`src/rtl/fan_cfg_loader.sv`:
```
// Framed byte-stream loader: PID coefficients and PWM limits go to shadow registers, then all seven copy to the active outputs together on a pid tick.
// Latency: a shadow register is written on the edge that accepts its last payload byte; the active outputs change 1 clk after the applying tick.
// Backpressure: cfg_ready_o stays low from an accepted commit until the tick that applies it, so the shadow set cannot change meanwhile.
module fan_cfg_loader #(
    parameter int ADC_BITWIDTH   = 8,
    parameter int REG_BITWIDTH   = 32,
    parameter int RST_PERIOD     = 255,
    parameter int RST_MIN        = 0,
    parameter int TIMEOUT_CYCLES = 1000
) (
    input  logic                           clk_i,
    input  logic                           rstn_i,
    input  logic [7:0]                     cfg_data_i,
    input  logic                           cfg_valid_i,
    output logic                           cfg_ready_o,
    input  logic                           pid_tick_i,
    output logic signed [REG_BITWIDTH-1:0] a0_o,
    output logic signed [REG_BITWIDTH-1:0] a1_o,
    output logic signed [REG_BITWIDTH-1:0] b0_o,
    output logic signed [REG_BITWIDTH-1:0] b1_o,
    output logic signed [REG_BITWIDTH-1:0] b2_o,
    output logic [ADC_BITWIDTH:0]          pwm_period_o,
    output logic [ADC_BITWIDTH-1:0]        pwm_min_o,
    output logic                           commit_pending_o,
    output logic                           updated_o,
    output logic                           err_o
);
    localparam int PER_W = ADC_BITWIDTH + 1;
    localparam int TO_W  = $clog2(TIMEOUT_CYCLES + 1);
    localparam logic [2:0] COEF_LEN = 3'(REG_BITWIDTH / 8);

    typedef enum logic {S_IDLE, S_PAYLOAD} state_t;

    state_t                         state_q, state_d;
    logic [2:0]                     addr_q, addr_d;
    logic [2:0]                     cnt_q, cnt_d;
    logic [23:0]                    asm_q, asm_d;
    logic [TO_W-1:0]                idle_q, idle_d;
    logic signed [REG_BITWIDTH-1:0] sh_coef_q [5];
    logic signed [REG_BITWIDTH-1:0] sh_coef_d [5];
    logic signed [REG_BITWIDTH-1:0] act_coef_q [5];
    logic signed [REG_BITWIDTH-1:0] act_coef_d [5];
    logic [PER_W-1:0]               sh_per_q, sh_per_d, act_per_q, act_per_d;
    logic [ADC_BITWIDTH-1:0]        sh_min_q, sh_min_d, act_min_q, act_min_d;
    logic                           pend_q, pend_d;
    logic                           upd_q, upd_d;
    logic                           err_q, err_d;
    logic                           rdy_q, rdy_d;
    logic                           acc;
    logic [31:0]                    asm_shift;

    always_comb begin
        state_d    = state_q;
        addr_d     = addr_q;
        cnt_d      = cnt_q;
        asm_d      = asm_q;
        idle_d     = idle_q;
        sh_coef_d  = sh_coef_q;
        act_coef_d = act_coef_q;
        sh_per_d   = sh_per_q;
        act_per_d  = act_per_q;
        sh_min_d   = sh_min_q;
        act_min_d  = act_min_q;
        pend_d     = pend_q;
        upd_d      = 1'b0;
        err_d      = err_q;
        acc        = cfg_valid_i & rdy_q;
        asm_shift  = {asm_q, cfg_data_i};

        case (state_q)
            S_IDLE: begin
                if (acc) begin
                    if (cfg_data_i[7:4] != 4'hA) begin
                        err_d = 1'b1;
                    end else if (cfg_data_i[2:0] == 3'd7) begin
                        pend_d = 1'b1;
                    end else begin
                        addr_d  = cfg_data_i[2:0];
                        cnt_d   = (cfg_data_i[2:0] == 3'd5) ? 3'd2 :
                                  (cfg_data_i[2:0] == 3'd6) ? 3'd1 : COEF_LEN;
                        asm_d   = '0;
                        idle_d  = '0;
                        state_d = S_PAYLOAD;
                    end
                end
            end
            default: begin
                if (acc) begin
                    asm_d  = asm_shift[23:0];
                    cnt_d  = cnt_q - 3'd1;
                    idle_d = '0;
                    if (cnt_q == 3'd1) begin
                        state_d = S_IDLE;
                        if (addr_q == 3'd5) begin
                            sh_per_d = asm_shift[PER_W-1:0];
                        end else if (addr_q == 3'd6) begin
                            sh_min_d = asm_shift[ADC_BITWIDTH-1:0];
                        end else begin
                            for (int i = 0; i < 5; i++) begin
                                if (addr_q == 3'(i)) sh_coef_d[i] = asm_shift[REG_BITWIDTH-1:0];
                            end
                        end
                    end
                end else if (idle_q == TO_W'(TIMEOUT_CYCLES - 1)) begin
                    // Stalled frame: drop it, shadow keeps its old value.
                    err_d   = 1'b1;
                    state_d = S_IDLE;
                end else begin
                    idle_d = idle_q + 1'b1;
                end
            end
        endcase

        // No frame can be in flight while a commit is pending, so apply never races a shadow write.
        if (pid_tick_i && pend_q) begin
            act_coef_d = sh_coef_q;
            act_per_d  = sh_per_q;
            act_min_d  = sh_min_q;
            pend_d     = 1'b0;
            upd_d      = 1'b1;
            err_d      = 1'b0;
        end

        rdy_d = ~pend_d;
    end

    always_ff @(posedge clk_i or negedge rstn_i) begin
        if (!rstn_i) begin
            state_q <= S_IDLE;
            addr_q  <= '0;
            cnt_q   <= '0;
            asm_q   <= '0;
            idle_q  <= '0;
            for (int i = 0; i < 5; i++) begin
                sh_coef_q[i]  <= '0;
                act_coef_q[i] <= '0;
            end
            sh_per_q  <= PER_W'(RST_PERIOD);
            act_per_q <= PER_W'(RST_PERIOD);
            sh_min_q  <= ADC_BITWIDTH'(RST_MIN);
            act_min_q <= ADC_BITWIDTH'(RST_MIN);
            pend_q    <= 1'b0;
            upd_q     <= 1'b0;
            err_q     <= 1'b0;
            rdy_q     <= 1'b0;
        end else begin
            state_q    <= state_d;
            addr_q     <= addr_d;
            cnt_q      <= cnt_d;
            asm_q      <= asm_d;
            idle_q     <= idle_d;
            sh_coef_q  <= sh_coef_d;
            act_coef_q <= act_coef_d;
            sh_per_q   <= sh_per_d;
            act_per_q  <= act_per_d;
            sh_min_q   <= sh_min_d;
            act_min_q  <= act_min_d;
            pend_q     <= pend_d;
            upd_q      <= upd_d;
            err_q      <= err_d;
            rdy_q      <= rdy_d;
        end
    end

    assign cfg_ready_o      = rdy_q;
    assign a0_o             = act_coef_q[0];
    assign a1_o             = act_coef_q[1];
    assign b0_o             = act_coef_q[2];
    assign b1_o             = act_coef_q[3];
    assign b2_o             = act_coef_q[4];
    assign pwm_period_o     = act_per_q;
    assign pwm_min_o        = act_min_q;
    assign commit_pending_o = pend_q;
    assign updated_o        = upd_q;
    assign err_o            = err_q;
endmodule

```
`config.mk`:
```
export PLATFORM = sky130hd
export DESIGN_NAME = fan_cfg_loader
export DESIGN_NICKNAME = d
export VERILOG_FILES = /design/src/rtl/fan_cfg_loader.sv
export SDC_FILE = /design/constraint.sdc
export NUM_CORES = 1
export LEC_CHECK = 0
export CELL_PAD_IN_SITES_DETAIL_PLACEMENT = 1
export CELL_PAD_IN_SITES_GLOBAL_PLACEMENT = 1
export CORE_MARGIN = 5
export CORE_UTILIZATION = 50
export DETAILED_ROUTE_END_ITERATION = 8
export GPL_TIMING_DRIVEN = 1
export MAX_ROUTING_LAYER = met4
export PLACE_DENSITY = 0.85
export SETUP_SLACK_MARGIN = 0.02
export SLEW_MARGIN = 5
export SYNTH_ARGS = -nofsm -noshare
export SYNTH_HDL_FRONTEND = slang
export SYNTH_SLANG_ARGS = --single-unit
```
`constraint.sdc`:
```
create_clock -name clk_i -period 3.45 [get_ports clk_i]
set_input_delay 0.345 -clock clk_i [delete_from_list [all_inputs] [get_ports clk_i]]
set_output_delay 0.345 -clock clk_i [all_outputs]
set_load 0.005 [all_outputs]
```
==> qor.csv <==
stage,metric,value,unit
outcome,outcome,"complete, no violations",
min_path,hp-class,in -> async,
layout,n_antenna_cell,0,
timing,hold_viol_final,0,
floorplanning,die_y,184,um
clocking,cts_buffer_depth,3,
placed_design,dp_hpwl,24.7,mm
yosys,ys.flop_type,dfrtp_1,
clocking,cts_setup_buffers,0,
yosys,syn_nets,937,
power,powerDensity,610,nW/um2
yosys,async_reset_ff_share,100,%
grt,grt_pass1_wl,61.4,mm
critical_path,r2r-end,sh_coef_q[58],
yosys,yosysUniqueCellTypes,49,
critical_path,rrSetupSlack,1.12,ns
timing,fin_skew,0.0216,ns
floorplanning,die_x,184,um
drt,totalWireLength,39.1,mm
power,peakVddDrop,0.000360,V
grt,antenna_found_initial,0,
grt,first_global_vias,9940,
clocking,h-tree-depth,2,
drt,ant_nets,0,
timing,layout_setup_ws,1.12,ns
yosys,synth-seq-area-share,66.1,%
drt,drt_iter0_markers,387,
critical_path,cp_cell_sequence,inv_1 -> ha_1 -> and3b_1 -> nand3b_2 -> nor2_4 -> buf_12 -> mux2_2,
timing,tightest_slew,0.709,ns
placed_design,post-place-ws,0.718,ns
critical_path,cpMaxStageDelayCell,nor2_4,
critical_path,critPathKind,reg -> reg,
layout,nNetsFinal,1149,
floorplanning,core,29800,um2
clocking,cts_made_buffers,41,
drt,firstDrtPassIters,4,
floorplanning,rows,63,
placed_design,place.gp.congestion,0.771,
drt,drc_errors,0,
yosys,synth.largest_area_cell,dfrtp_1,
timing,clock.fmax,0.429,GHz
job,max-cap-violations,0,
placed_design,portBuffers,192,
critical_path,rr_startpoint,cnt_q[1],
grt,grt_overflow,0,
timing,tns,0,ns
drt,viasPerCell,5.57,
yosys,yosys_warnings,0,
layout,drive_gt1_share,40.1,%
floorplanning,start_util,50.8,%
grt,grt_start_max_net_pins,107,
yosys,synth_seq_cells,399,
clocking,clk_pin_slew_worst_paths,0.06,ns
layout,syn_to_final_growth,25.3,%
timing,setup_violations,0,
critical_path,startpoint_type,flip-flop,
clocking,clock_latency,0.53,ns
timing,drv_slew,0,
clocking,clockRootBuffer,clkbuf_16,
critical_path,crit_required,3.84,ns
floorplanning,ioPinCount,193,
yosys,syn_area,15100,um2
timing,period_minus_slack,2.33,ns
power,power.leakage,9.28,nW
critical_path,r2r_cells,7,
clocking,cts_sinks,399,
timing,rsz0062_at_grt,false,
layout,final_area,19000,um2
critical_path,critPathMaxStageDelay,0.54,ns
drt,vias,8671,
timing,whs,0.357,ns
yosys,synth.top_cell.area_share,63.3,%
grt,grt_util_all_layers,24.3,%
placed_design,place_area,17600,um2
yosys,syn_inst,922,
critical_path,path_max_fanout,17,
critical_path,end_kind,flip-flop,
clocking,cts_tree,done,
timing,fin_crit_sh,67.6,%
yosys,avgSynthCellArea,16.4,um2
drt,routedWlPerCell,25.1,um
yosys,synth_edf_count,0,
placed_design,dp_cells,1480,
floorplanning,die_area,33800,um2
layout,finalNonFillerCells,1556,
critical_path,arrival,2.72,ns
yosys,yosys-top-cells-area,"dfrtp_1 (63%), mux2_2 (26%), dfstp_2 (2.8%)",
timing,relSlewSlack,52.7,%
==> cells by family (layout without fill, tap and decap cells) <==
group	after synthesis	count (layout)	share of synthesized area, %
AO/OA/AOI/OAI	54	54	2.84
XOR/XNOR	2	2	0.116
adder cells (fa/ha/maj)	3	3	0.248
buffers and inverters	51	295	1.80
flip-flops	399	399	66.1
multiplexers	356	356	26.5
AND/OR/NAND/NOR	57	57	2.39
==> cells in the final DEF, fill, tap and decap left out, drive strengths merged, types with 5 or more instances in the layout <==
cell type	instances
dfrtp	383
mux2	355
clkdlybuf4s50	191
clkbuf	66
a22o	25
buf	24
dfstp	16
nand3	10
nand2	9
nor2	8
o21ai	6
and3	6
clkinv	6
a21oi	5
nor3b	5
==> stage by stage <==
stage,util (%),total power (W)
2_1_floorplan,-,0.00631
3_3_place_gp,59.0,0.00707
3_5_place_dp,59.0,0.00718
4_1_cts,63.6,0.0117
5_1_grt,63.6,0.0120
6_report,63.6,0.0116
==> state kept, by name, summed over array words and instances, names as in the netlist <==
signal / cells
sh_coef_q: 160
state_q: 1
sh_per_q: 9
a1_o: 32
b1_o: 32
idle_q: 10
sh_min_q: 8
err_o: 1
cnt_q: 3
b2_o: 32
asm_q: 24
addr_q: 3
updated_o: 1
a0_o: 32
cfg_ready_o: 1
commit_pending_o: 1
pwm_period_o: 9
b0_o: 32
pwm_min_o: 8
==> worst max-delay path, delay by kind of cell, from the launching register on <==
family | cells | cell delay (ns)
fa+ha+maj | 1 | 0.14
buf+inv | 2 | 0.33
flops | 1 | 0.37
mux | 1 | 0.35
simple gates | 3 | 1.00
==> synthesized netlist by cell type (4+ instances only) <==
master	number
a211o_1	4
a21oi_1	5
a22o_1	25
and3_1	6
buf_1	5
buf_2	15
buf_4	10
clkbuf_1	12
dfrtp_1	383
dfstp_2	16
inv_1	4
mux2_2	352
nand2_1	9
nand3_1	10
nor2_1	8
o21ai_0	6
o22a_1	4
==> how the worst max path moves through the flow <==
stage / from / endpoint / cells after the start
4_1_cts: cnt_q[1] / sh_coef_q[58] / 7
3_3_place_gp: cfg_valid_i / sh_coef_q[59] / 6
3_5_place_dp: cfg_valid_i / sh_coef_q[59] / 6
2_1_floorplan: cnt_q[1] / sh_coef_q[67] / 7
6_report: cnt_q[1] / sh_coef_q[58] / 7
5_1_grt: cnt_q[1] / sh_coef_q[32] / 7
==> timing repair <==
item,CTS,global route
hold buffers,1,0
setup endpoints to repair,0,0
resized for setup,0,0
endpoints found under the hold margin,61,0
==> area by class of cell <==
| cell class | instances | area (um2) |
|---|---|---|
| fill | 2623 | 10800 |
| sequential | 399 | 10000 |
| clock buffer | 66 | 1260 |
| inverter | 4 | 16.3 |
| timing repair buffer | 216 | 2200 |
| multi-input combinational | 472 | 4880 |
| tap | 390 | 488 |
| clock inverter | 9 | 111 |
==> layer usage <==
| metal | vias to the layer above | GRT usage, % | routed length (um) |
|---|---|---|---|
| met1 | 4680 | 30.5 | 15900 |
| met2 | 208 | 41.2 | 20300 |
| met5 | - | - | 0 |
| met3 | 50 | 5.01 | 2110 |
| met4 | 0 | 5.18 | 710 |
| li1 | 3733 | - | - |
==> where the power goes <==
part           switching [W]  total [W]  internal, W
logic               0.000586    0.00131     0.000726
registers           0.000636    0.00581      0.00517
clock network        0.00178    0.00444      0.00266
total                0.00300     0.0116      0.00856
Note: power is estimated with default switching activity, not from simulation.
